==> config.mk <==
export PLATFORM = sky130hd
export DESIGN_NAME = idu_stage
export DESIGN_NICKNAME = d
export VERILOG_FILES = /design/src/rtl/idu_stage.sv
export SDC_FILE = /design/constraint.sdc
export NUM_CORES = 1
export LEC_CHECK = 0
export BUFFER_PORTS_ARGS = -buffer_cell sky130_fd_sc_hd__buf_2
export CAP_MARGIN = 20
export CORE_ASPECT_RATIO = 1.25
export CORE_UTILIZATION = 38
export DETAILED_ROUTE_END_ITERATION = 10
export PLACE_DENSITY = 0.63
export SKIP_LAST_GASP = 1
export SLEW_MARGIN = 20
export SYNTH_ARGS = -nofsm -noshare
export SYNTH_HDL_FRONTEND = slang
export SYNTH_SLANG_ARGS = --single-unit
==> constraint.sdc <==
create_clock -name clk -period 13.6 [get_ports clk]
set_input_delay 2.72 -clock clk [delete_from_list [all_inputs] [get_ports clk]]
set_output_delay 2.72 -clock clk [all_outputs]
set_load 0.02 [all_outputs]
==> src/rtl/idu_stage.sv <==
// Decode stage: decodes 32-bit instruction words into fields and an immediate, then queues the
// decoded entries in a small circular FIFO toward the execute side.
module idu_stage #(
  parameter int unsigned XLEN  = 64,
  parameter int unsigned DEPTH = 2
) (
  input  logic            clk,
  input  logic            rst,
  input  logic            flush,
  input  logic            in_valid,
  output logic            in_ready,
  input  logic [31:0]     in_inst,
  input  logic [XLEN-1:0] in_pc,
  output logic            out_valid,
  input  logic            out_ready,
  output logic [XLEN-1:0] out_pc,
  output logic [31:0]     out_inst,
  output logic [6:0]      opcode,
  output logic [2:0]      funct3,
  output logic [6:0]      funct7,
  output logic [4:0]      rs1,
  output logic [4:0]      rs2,
  output logic [4:0]      rd,
  output logic [2:0]      inst_type,
  output logic [XLEN-1:0] imm,
  output logic            illegal
);

  localparam int unsigned PW = (DEPTH > 1) ? $clog2(DEPTH) : 1;
  localparam int unsigned CW = $clog2(DEPTH + 1);

  localparam logic [2:0] TyR   = 3'd0;
  localparam logic [2:0] TyI   = 3'd1;
  localparam logic [2:0] TyS   = 3'd2;
  localparam logic [2:0] TyB   = 3'd3;
  localparam logic [2:0] TyU   = 3'd4;
  localparam logic [2:0] TyJ   = 3'd5;
  localparam logic [2:0] TyR4  = 3'd6;
  localparam logic [2:0] TyInv = 3'd7;

  logic [PW-1:0]   wr_ptr_q, rd_ptr_q;
  logic [CW-1:0]   count_q;
  logic [XLEN-1:0] pc_q   [DEPTH];
  logic [31:0]     inst_q [DEPTH];
  logic [2:0]      type_q [DEPTH];
  logic [XLEN-1:0] imm_q  [DEPTH];
  logic [DEPTH-1:0] ill_q;

  logic [2:0]      dec_type;
  logic [31:0]     dec_imm32;
  logic [XLEN-1:0] dec_imm;
  logic            dec_ill;
  logic            accept, consume;

  function automatic logic [PW-1:0] ptr_inc(input logic [PW-1:0] p);
    return (p == PW'(DEPTH - 1)) ? '0 : p + PW'(1);
  endfunction

  always_comb begin
    dec_type = TyInv;
    case (in_inst[6:0])
      7'h03, 7'h07, 7'h0F, 7'h13, 7'h1B, 7'h67, 7'h73: dec_type = TyI;
      7'h23, 7'h27:                                    dec_type = TyS;
      7'h2F, 7'h33, 7'h3B, 7'h53:                      dec_type = TyR;
      7'h17, 7'h37:                                    dec_type = TyU;
      7'h43, 7'h47, 7'h4B, 7'h4F:                      dec_type = TyR4;
      7'h63:                                           dec_type = TyB;
      7'h6F:                                           dec_type = TyJ;
      default:                                         dec_type = TyInv;
    endcase
    if (in_inst[1:0] != 2'b11) dec_type = TyInv;
    dec_ill = (dec_type == TyInv);

    // Every immediate fits in 32 bits; widen once with a single sign extension.
    dec_imm32 = '0;
    case (dec_type)
      TyI: dec_imm32 = {{20{in_inst[31]}}, in_inst[31:20]};
      TyS: dec_imm32 = {{20{in_inst[31]}}, in_inst[31:25], in_inst[11:7]};
      TyB: dec_imm32 = {{19{in_inst[31]}}, in_inst[31], in_inst[7], in_inst[30:25],
                        in_inst[11:8], 1'b0};
      TyU: dec_imm32 = {in_inst[31:12], 12'b0};
      TyJ: dec_imm32 = {{11{in_inst[31]}}, in_inst[31], in_inst[19:12], in_inst[20],
                        in_inst[30:21], 1'b0};
      default: dec_imm32 = '0;
    endcase
    dec_imm = XLEN'($signed(dec_imm32));
  end

  assign out_valid = (count_q != '0);
  assign in_ready  = !rst && (count_q < CW'(DEPTH));
  assign accept    = in_valid && in_ready && !flush;
  assign consume   = out_valid && out_ready && !flush;

  always_ff @(posedge clk) begin
    if (rst) begin
      wr_ptr_q <= '0;
      rd_ptr_q <= '0;
      count_q  <= '0;
      ill_q    <= '0;
      for (int unsigned i = 0; i < DEPTH; i++) begin
        pc_q[i]   <= '0;
        inst_q[i] <= '0;
        type_q[i] <= '0;
        imm_q[i]  <= '0;
      end
    end else if (flush) begin
      wr_ptr_q <= '0;
      rd_ptr_q <= '0;
      count_q  <= '0;
    end else begin
      if (accept) begin
        pc_q[wr_ptr_q]   <= in_pc;
        inst_q[wr_ptr_q] <= in_inst;
        type_q[wr_ptr_q] <= dec_type;
        imm_q[wr_ptr_q]  <= dec_imm;
        ill_q[wr_ptr_q]  <= dec_ill;
        wr_ptr_q         <= ptr_inc(wr_ptr_q);
      end
      if (consume) rd_ptr_q <= ptr_inc(rd_ptr_q);
      if (accept && !consume) begin
        count_q <= count_q + CW'(1);
      end else if (!accept && consume) begin
        count_q <= count_q - CW'(1);
      end
    end
  end

  // Stale entries stay in the array after a pop, so data is gated to zero when empty.
  always_comb begin
    out_pc    = '0;
    out_inst  = '0;
    inst_type = '0;
    imm       = '0;
    illegal   = 1'b0;
    if (out_valid) begin
      out_pc    = pc_q[rd_ptr_q];
      out_inst  = inst_q[rd_ptr_q];
      inst_type = type_q[rd_ptr_q];
      imm       = imm_q[rd_ptr_q];
      illegal   = ill_q[rd_ptr_q];
    end
    opcode = out_inst[6:0];
    rd     = out_inst[11:7];
    funct3 = out_inst[14:12];
    rs1    = out_inst[19:15];
    rs2    = out_inst[24:20];
    funct7 = out_inst[31:25];
  end

endmodule

-- Word-level counts from Yosys, hierarchy flattened
Memory sizes are Yosys's and may differ from the RTL's. A register that Yosys moved wholly into a read port is not among the register bits.
Cells that the tools add are included.
- register bits: 6
- latch bits: 0
- RAM bits: 326
- bits in read-only memories: 0
- bits of input ports: 101
- output and inout bits: 198
- memories kept: 4
- memory list (name ; words ; width ; read ports ; clocked after memory_dff ; wr ports ; RTL line ; source):
    imm_q ; 2 ; 64 ; 1 ; 1 ; 2 ; 46 ; logic [XLEN-1:0] imm_q [DEPTH];
    pc_q ; 2 ; 64 ; 1 ; 1 ; 2 ; 43 ; logic [XLEN-1:0] pc_q [DEPTH];
    inst_q ; 2 ; 32 ; 1 ; 1 ; 2 ; 44 ; logic [31:0] inst_q [DEPTH];
    type_q ; 2 ; 3 ; 1 ; 1 ; 2 ; 45 ; logic [2:0] type_q [DEPTH];
- add/sub/neg operators: 4
- multiply operators: 0
- divide/modulo/power cells: 0
- magnitude comparators: 4
- equality and inequality tests: 28
- shift-type cells: 0
- mux-type cells: 43
- bitwise logic cells: 1
- reductions and logical operators: 25
- operators by type and width (operator ; number):
    $mux W64 ; 4
    $pmux W32 S5 ; 1
    $reduce_or A64 Y1 ; 2
    $mux W32 ; 2
    $eq A7 B7 Y1 const B ; 9
    $eq A7 B6 Y1 const B ; 6
    $reduce_or A32 Y1 ; 1
    $mux W1 ; 28
    $eq A7 B5 Y1 const B ; 3
    $pmux W3 S7 ; 1
    $eq A3 B3 Y1 const B ; 3
    $mux W3 ; 3
    $logic_and A1 B1 Y1 ; 8
    $reduce_or A4 Y1 ; 2
    $eq A7 B2 Y1 const B ; 1
    $eq A7 B3 Y1 const B ; 1
    $eq A7 B4 Y1 const B ; 1
    $reduce_or A7 Y1 ; 1
    $eq A3 B2 Y1 const B ; 2
    $reduce_or A2 Y1 ; 3
    $logic_not A1 Y1 ; 4
    $lt A1 B2 Y1 const B ; 2
    $mux W2 ; 2
    $reduce_bool A2 Y1 ; 2
    other kinds (12) ; 13

-- Logic depth before layout (Yosys ltp)
Gate-level depths: netlist (run 1).
- depth in word-level cells: 10
- depth in mapped cells: 10

-- Worst setup path before layout (run 1)
OpenSTA, ideal clock, no wires.
- kind: input port to flip-flop
- start point: in rst
- end point: mem imm_q[1][0], enable pin
- setup time: 0.513 ns
- data arrival time: 6.460 ns
- required time: 13.087 ns
- slack: 6.628 ns
- stages: 5
- path buffers: 2
- cell sequence: nor3b_2 buf_2 buf_2 nand2_1 nand2b_1
- RTL lines (item ; RTL line ; source):
    start, declared ; 8 ; input logic rst,
    end, declared ; 46 ;

==> flow_summary.toml, run 1 <==
[synthesis]
synth_seq_cells = 269
netlist_instances = 1085
yosysWarnings = 0
synthesis.area_sq_um = 13000
edff_count_synth = 262
yosys_cell_types = 43
avgSynthCellArea_sq_um = 12.0
post_synthesis_async_set_or_reset_flop_share_pct = 0
seq_area_frac_synth_pct = 61.7
postSynthNetCount = 1187
synthFlopType = "sky130_fd_sc_hd__edfxtp_1"

[critical_path]
crit_arrival_ns = 6.33
crit_path_end = "inst_q[1][17]"
r2r-start = "count_q[1]"
worst_setup_path_start_kind = "input pin"
timing.critical_path.from = "rst"
worst-r2r-setup-slack_ns = 9.95
worstReg2RegEnd = "pc_q[0][62]"
end_kind = "flop"
crit_required_ns = 13.75
crit_type = "in -> reg"
reg2reg_path_depth = 5
critical_path_peak_fanout = 66

[flow_run]
maximum_capacitance_violations = 0

[die]
std_cell_rows = 75
floorplan.die.height_um = 209
starting_density_of_the_core_pct = 38.7
placeableCoreArea_sq_um = 33600
dieArea_sq_um = 34900
die_width_um = 167
floorplan.io_pins = 299

[cts]
post_cts_clock_slew_at_the_launch_and_capture_registers_of_the_worst_setup_and_hold_paths_ns = 0.06
cts_root_buffer = "sky130_fd_sc_hd__clkbuf_16"
cts_repair_resize_count = 0
cts.sink_count = 269
post_cts.repair.setup_buffers = 0
htreeDepth = 1
postCtsHoldBufs = 0
clock_insertion_delay_worst_skew_ns = 0.53
clock_tree.buffer_depth = 3
cts-buffers-inserted = 27
tritoncts = "built"

[global_route]
track_usage_pct = 17.7
global_route.overflow_total = 0
grt_pass1_wl_um = 47800
grt_max_degree = 147
grt_pass1_vias = 8343
grt_antenna_before_repair = 0

[power_and_ir_drop]
ir_drop_uv = 53.1
leakagePower_nw = 6.62
power_density_nw_per_um2 = 122

[sta]
timing.final.setup_violations = 0
fin_worst_skew_ns = 0.0143
max_freq_ghz = 0.162
drv_slew = 0
crit_path_time_final_ns = 6.17
final.setup.worst_slack_ns = 7.43
timing.final.hold_violations = 0
totalNegativeSetupSlack_ns = 0
worstMarginPinSlew_ns = 1.02
min_period_over_period_pct = 45.4
worst_hold_margin_ns = 0.541
timing.slew.headroom_pct = 31.9
grt_setup_unrepaired = "false"

[layout]
n_antenna_cell = 0
final_cells = 1713
finalNetCount = 1372
syn2layout_area_growth_pct = 16.8
total_of_fill_cells_in_the_finished_design = 3075
layout_commonest_cell = "sky130_fd_sc_hd__buf_2"
fraction_of_layout_instances_using_a_drive_strength_above_1_pct = 28.3
design_area_sq_um = 15200
final_cell_mix = "sky130_fd_sc_hd__buf_2, sky130_fd_sc_hd__edfxtp_1, sky130_fd_sc_hd__nor2_1"

[route]
vias_per_cell = 5.15
drt_drc_violations_left = 0
number_of_vias_in_the_routed_layout = 8819
overall_routed_net_length_um = 31800
antenna_left = 0
total_iterations_of_the_first_detailed_routing_run = 7
initialDrtViolationCount = 631
routed_wire_length_per_instance_um = 18.5

[placed_design]
dp_cells = 1664
gp_congestion = 0.836
dp_hpwl_um = 20200
dp_worst_setup_slack_ns = 6.46
placement.io_buffers = 298
post_dp_cell_area_sq_um = 14300

[worst_hold_path]
min-delay-path-class = "reg -> reg"
worst_hold_startpoint = "wr_ptr_q"

[status]
run_status = "finished clean"
cells by family (layout without fill, tap and decap cells):
| kind of cell | Yosys count | in the layout | share of synthesized area, % |
|---|---|---|---|
| adders and majority gates | 1 | 1 | 0.0963 |
| AOI/OAI and AO/OA | 86 | 86 | 4.01 |
| muxes | 134 | 134 | 10.3 |
| and+or+nand+nor | 425 | 425 | 16.5 |
| xor gates and xnor gates | 5 | 5 | 0.395 |
| buffers and inverters | 165 | 370 | 6.97 |
| DFF | 269 | 269 | 61.7 |
power by group:
group	internal (mW)	switching [mW]	total [mW]	leakage, nW
sequential	0.947	0.00994	0.957	2.80
combinational	0.0460	0.107	0.153	3.40
clock	0.425	0.315	0.740	0.427
layout make-up:
type                       count  area, sq um  area share (%)
sequential                   269         8010            52.8
clock buffer                  31          691            4.55
inverter                      14         52.6           0.347
clock inverter                18          191            1.26
multi-input combinational    651         4120            27.2
tap                          423          529            3.49
timing repair buffer         307         1570            10.3
sequential cells by signal (all words and copies together) (netlist names), named ones only:
register	flops
pc_q	128
wr_ptr_q	1
ill_q	2
imm_q	64
type_q	6
count_q	2
rd_ptr_q	1
inst_q	64
layer usage:
metal  part of all wire (%)  vias to the layer above  GRT usage [%]
met2                     52                      312           31.5
met5                      0                        -              0
li1                       -                     4205              -
met4                    1.4                        0           3.89
met3                    4.9                       28           2.14
met1                     42                     4274           22.9
Yosys cell counts, drive strengths merged (2+ instances only):
library cell	count	share of area [%]
edfxtp	262	61
nor2	183	5.3
and3	169	8.1
mux2i	134	10
buf	88	4.7
clkbuf	63	1.8
a21oi	32	1.2
nand2	26	0.75
o21ai	26	1.0
and2	15	0.72
inv	14	0.40
a22o	8	0.54
nand3	8	0.39
dfxtp	7	1.1
a21o	4	0.23
nor2b	4	0.19
nor3	4	0.15
or2	4	0.19
nand2b	3	0.14
nor3b	3	0.21
o211ai	3	0.17
xor2	3	0.20
a21boi	2	0.14
a22oi	2	0.12
a2bb2oi	2	0.13
nand4	2	0.096
o31ai	2	0.12
or3b	2	0.13
xnor2	2	0.19
critical path, stage by stage:
cell,delay (ns)
sky130_fd_sc_hd__buf_2,0.18
sky130_fd_sc_hd__nor3b_4,0.85
sky130_fd_sc_hd__nand2_2,0.67
sky130_fd_sc_hd__nand2b_4,0.95
sky130_fd_sc_hd__buf_4,0.83
worst min-delay path by stage:
stage,depth (start not counted),to,slack [ns]
after floorplan,2,wr_ptr_q,0.47
after global placement,2,wr_ptr_q,0.52
after detailed placement,2,wr_ptr_q,0.53
after CTS,2,wr_ptr_q,0.54
after global routing,2,wr_ptr_q,0.59
final,2,wr_ptr_q,0.54
through the flow:
step / power, mW / util (%)
6_report: 1.85 / 45.1
5_1_grt: 1.91 / 45.1
4_1_cts: 1.87 / 45.1
3_5_place_dp: 1.13 / 42.5
3_3_place_gp: 1.13 / 42.5
2_1_floorplan: 1.08 / -
(Power assumes the default switching activity.)
==> inputs of run 2 (changes only) <==
==> constraint.sdc (replaced) <==
create_clock -name clk -period 5.7 [get_ports clk]
set_input_delay 1.14 -clock clk [delete_from_list [all_inputs] [get_ports clk]]
set_output_delay 1.14 -clock clk [all_outputs]
set_load 0.02 [all_outputs]
==> run 2 against run 1 <==
  * Sequential power is 140% higher
  * Combinational power rose by 140%
  * Clock power is 140% higher
  * Non-clock buffer count is 4 higher
  * Critical path type is now reg -> out
  * Largest cell class unchanged
  * Largest power group unchanged
==> flow_summary.toml, run 2 (synthesis gave the netlist of run 1 again) <==
[layout]
syn2layout_area_growth_pct = 17.3
largestRegisters = "pc_q (128), imm_q (64), inst_q (64)"
final_cell_mix = "sky130_fd_sc_hd__buf_2, sky130_fd_sc_hd__edfxtp_1, sky130_fd_sc_hd__nor2_1"
fraction_of_layout_instances_using_a_drive_strength_above_1_pct = 28.1
largest_reg_flops = 128
layout_commonest_cell = "sky130_fd_sc_hd__buf_2"
design_area_sq_um = 15200
finalNetCount = 1376
registers.top_by_ff_count = "pc_q"
finish.utilization_pct = 45.3

[critical_path]
critical-path-max-stage-delay_ns = 0.72
r2r-start = "count_q[1]"
worst_setup_path_start_kind = "flop"
crit_chain = "buf_4, mux2i_1, nor2_1, buf_2"
crit_type = "reg -> out"
crit_arrival_ns = 2.72
crit_slowest_cell = "sky130_fd_sc_hd__buf_4"
end_kind = "output port"
crit_required_ns = 4.56
critical_path_peak_fanout = 44

[route]
vias_per_cell = 5.21
wl_met2_um = 16400
overall_routed_net_length_um = 32400
total_iterations_of_the_first_detailed_routing_run = 5
number_of_vias_in_the_routed_layout = 8960
routed_wire_length_per_instance_um = 18.8
highest_layer_used_for_signal_routing = "met4"
wl_met3_um = 1550
initialDrtViolationCount = 642
m1WireLength_um = 13100
drt_drc_violations_left = 0
antenna_left = 0

[global_route]
global_route.overflow_total = 0
grt_pass1_vias = 8885
grt_antenna_before_repair = 2
grt_pass1_wl_um = 48900
track_usage_pct = 18.1
grt_max_degree = 139

[cts]
clock_tree.buffer_depth = 3
tritoncts = "built"
postCtsHoldBufs = 0
cts_root_buffer = "sky130_fd_sc_hd__clkbuf_16"
clock_insertion_delay_worst_skew_ns = 0.55
post_cts.repair.setup_buffers = 0
cts_repair_resize_count = 0
cts.sink_count = 269
cts-buffers-inserted = 27
post_cts_clock_slew_at_the_launch_and_capture_registers_of_the_worst_setup_and_hold_paths_ns = 0.06
htreeDepth = 1

[power_and_ir_drop]
total_power_mw = 4.42
power_density_nw_per_um2 = 290
ir_drop_uv = 203
leakagePower_nw = 6.65

[flow_run]
maximum_capacitance_violations = 0

[placed_design]
post_dp_cell_area_sq_um = 14400
dp_worst_setup_slack_ns = 2.05
placement.io_buffers = 298
gp_congestion = 0.780
dp_hpwl_um = 20300

[sta]
crit_path_time_final_ns = 3.86
worstMarginPinSlew_ns = 1.08
timing.final.hold_violations = 0
min_period_over_period_pct = 67.7
totalNegativeSetupSlack_ns = 0
final.setup.worst_slack_ns = 1.84
fin_worst_skew_ns = 0.0266
timing.final.setup_violations = 0
drv_slew = 0
grt_setup_unrepaired = "false"
timing.slew.headroom_pct = 28.3
max_freq_ghz = 0.259

[worst_hold_path]
min-delay-path-class = "reg -> reg"
worst_hold_startpoint = "wr_ptr_q"

[die]
placeableCoreArea_sq_um = 33600
floorplan.io_pins = 299
starting_density_of_the_core_pct = 38.7
floorplan.die.height_um = 209
dieArea_sq_um = 34900
std_cell_rows = 75
die_width_um = 167

[status]
run_status = "finished clean"
[run 2: final timing paths]
| path | cells after the start | slack, ns | endpoint |
|---|---|---|---|
| worst max-delay path | 4 | 1.84 | rd[4] |
| worst min register to register | 2 | 0.55 | wr_ptr_q |
| worst min-delay path | 2 | 0.55 | wr_ptr_q |
| worst max register to register | 6 | 3.09 | imm_q[0][5] |
[run 2: routing by layer]
| metal | vias up | global-route usage, % |
|---|---|---|
| li1 | 4220 | - |
| met1 | 4355 | 22.0 |
| met2 | 316 | 31.4 |
| met3 | 69 | 2.12 |
| met4 | 0 | 9.78 |
| met5 | - | 0 |
[run 2: layout make-up]
type | count | area, sq um
Sequential cell | 269 | 8010
Fill cell | 3086 | 18400
Inverter | 14 | 52.6
Tap cell | 423 | 529
Clock buffer | 38 | 737
Timing Repair Buffer | 311 | 1640
Antenna cell | 3 | 7.51
Multi-Input combinational cell | 651 | 4120
Clock inverter | 12 | 134
[run 2: power by group]
| part | total, mW | internal [mW] | switching, mW |
|---|---|---|---|
| logic | 0.365 | 0.114 | 0.251 |
| clock network | 1.77 | 1.03 | 0.732 |
| registers | 2.28 | 2.26 | 0.0242 |
| total | 4.42 | 3.41 | 1.01 |
[run 2: worst max-delay path, delay by kind of cell, from the launching register on]
family | cells | cell delay [ns]
simple gates | 1 | 0.08
flops | 1 | 0.67
buf+inv | 2 | 0.89
mux | 1 | 0.43
[run 2: metrics by stage]
step                cells  hold WS [ns]
finish               1721         0.551
CTS                  1718         0.554
floorplan            1085         0.466
detailed placement   1668         0.540
global placement     1668         0.528
global route         1720         0.613
==> inputs of run 3 (changes only) <==
==> constraint.sdc (replaced) <==
create_clock -name clk -period 3.7 [get_ports clk]
set_input_delay 0.74 -clock clk [delete_from_list [all_inputs] [get_ports clk]]
set_output_delay 0.74 -clock clk [all_outputs]
set_load 0.02 [all_outputs]
==> run 3 against run 2 <==
  * Highest routed layer unchanged
  * Clock skew shrank 0.011 ns
  * Sequential power grew 54%
  * Via count shrank 0.32%
  * Worst hold slack lost 0.058 ns
  * Worst setup slack lost 1.3 ns
==> flow_summary.toml, run 3 (synthesis gave the netlist of run 1 again) <==
[status]
run_status = "finished clean"

[sta]
drv_slew = 0
timing.final.hold_violations = 0
timing.final.setup_violations = 0
max_freq_ghz = 0.314
min_period_over_period_pct = 86.0
crit_path_time_final_ns = 3.18
grt_setup_unrepaired = "false"
worstMarginPinSlew_ns = 0.947
fin_worst_skew_ns = 0.0161
timing.slew.headroom_pct = 36.8
worst_hold_margin_ns = 0.493
totalNegativeSetupSlack_ns = 0

[global_route]
grt_pass1_vias = 8627
grt_max_degree = 105
global_route.overflow_total = 0
track_usage_pct = 18.1
grt_antenna_before_repair = 1
grt_pass1_wl_um = 48800

[cts]
htreeDepth = 1
clock_insertion_delay_worst_skew_ns = 0.54
post_cts.repair.setup_buffers = 0
postCtsHoldBufs = 0
cts.sink_count = 269
cts_root_buffer = "sky130_fd_sc_hd__clkbuf_16"
clock_tree.buffer_depth = 3
cts-buffers-inserted = 27
cts_repair_resize_count = 0
post_cts_clock_slew_at_the_launch_and_capture_registers_of_the_worst_setup_and_hold_paths_ns = 0.06
tritoncts = "built"

[layout]
registers.top_by_ff_count = "pc_q"
largest_reg_flops = 128
layout_commonest_cell = "sky130_fd_sc_hd__buf_2"
final_cell_mix = "sky130_fd_sc_hd__buf_2, sky130_fd_sc_hd__edfxtp_1, sky130_fd_sc_hd__nor2_1"
finalNetCount = 1378
syn2layout_area_growth_pct = 17.8
design_area_sq_um = 15300
fraction_of_layout_instances_using_a_drive_strength_above_1_pct = 28.1
finish.utilization_pct = 45.5
total_of_fill_cells_in_the_finished_design = 3109
largestRegisters = "pc_q (128), imm_q (64), inst_q (64)"

[die]
die_width_um = 167
floorplan.die.height_um = 209
floorplan.io_pins = 299
std_cell_rows = 75
dieArea_sq_um = 34900
starting_density_of_the_core_pct = 38.7
placeableCoreArea_sq_um = 33600

[critical_path]
r2r-start = "count_q[1]"
crit_required_ns = 2.96
critical-path-max-stage-delay_ns = 0.78
crit_slowest_cell = "sky130_fd_sc_hd__nor2_2"
critical_path_peak_fanout = 33
worst-path-buf-inv = 1
worstReg2RegEnd = "count_q[1]"
worst-r2r-setup-slack_ns = 1.14
reg2reg_path_depth = 10
worst-path-stages = 3
crit_arrival_ns = 2.44
crit_type = "reg -> out"
end_kind = "output port"
crit_chain = "nor2_4, nor2_2, buf_2"
cell_class_contributing_the_biggest_share_of_worst_path_delay = "simple AND/OR/NAND/NOR gates"
timing.critical_path.from = "count_q[1]"
crit_path_end = "imm[35]"
worst_setup_path_start_kind = "flop"

[placed_design]
dp_hpwl_um = 20900
gp_congestion = 0.808
post_dp_cell_area_sq_um = 14400
placement.io_buffers = 298

[route]
vias_per_cell = 5.19
total_iterations_of_the_first_detailed_routing_run = 4
drt_drc_violations_left = 0
overall_routed_net_length_um = 32800
routed_wire_length_per_instance_um = 19.1
number_of_vias_in_the_routed_layout = 8931
antenna_left = 0
initialDrtViolationCount = 676

[power_and_ir_drop]
power_density_nw_per_um2 = 452
ir_drop_uv = 286
leakagePower_nw = 6.68

[flow_run]
maximum_capacitance_violations = 0

[worst_hold_path]
min-delay-path-class = "in -> reg"
## run 3: changes by cell type in the layout (fill, tap and decap cells not counted), sizes merged
| cell | before | now |
|---|---|---|
| clkinv | 8 | 12 |
| buf | 311 | 313 |
| diode | 3 | 1 |
| bufinv | 3 | 5 |
| clkbuf | 38 | 32 |
| inv | 15 | 14 |
## run 3: report_power, final
group | switching, mW | internal [mW]
Clock | 1.14 | 1.68
Combinational | 0.390 | 0.180
Sequential | 0.0387 | 3.48
## run 3: per-stage QoR
| step | total power, mW | setup WS [ns] | instances |
|---|---|---|---|
| detailed placement | 4.16 | 0.793 | 1670 |
| finish | 6.91 | 0.519 | 1720 |
| CTS | 6.96 | 0.421 | 1719 |
| floorplan | 3.94 | 0.178 | 1085 |
| global placement | 4.15 | 0.881 | 1670 |
| global route | 7.11 | 0.288 | 1720 |
## run 3: worst min-delay path by stage
stage	end	startpoint	slack, ns	depth (start not counted)
final	count_q[1]	flush	0.49	2
after global routing	count_q[1]	flush	0.48	2
after CTS	count_q[1]	flush	0.47	2
after detailed placement	wr_ptr_q	wr_ptr_q	0.53	2
after global placement	wr_ptr_q	wr_ptr_q	0.52	2
after floorplan	wr_ptr_q	wr_ptr_q	0.47	2
## run 3: layout make-up
type                    instances  area, sq um  share of cell area (%)
inverters                      14         52.6                   0.344
clock buffers                  32          694                    4.54
well taps                     423          529                    3.46
diodes                          1         2.50                  0.0164
multi-input cells             651         4120                    26.9
clock inverters                17          203                    1.33
flip-flops and latches        269         8010                    52.4
repair buffers                313         1680                    11.0
## run 3: layer usage
| layer | GRT usage (%) | vias to the layer above | part of all wire (%) |
|---|---|---|---|
| li1 | - | 4213 | - |
| met1 | 21.9 | 4384 | 41 |
| met2 | 33.4 | 286 | 52 |
| met4 | 5.98 | 0 | 2.6 |
| met3 | 1.95 | 48 | 4.3 |
| met5 | 0 | - | 0 |
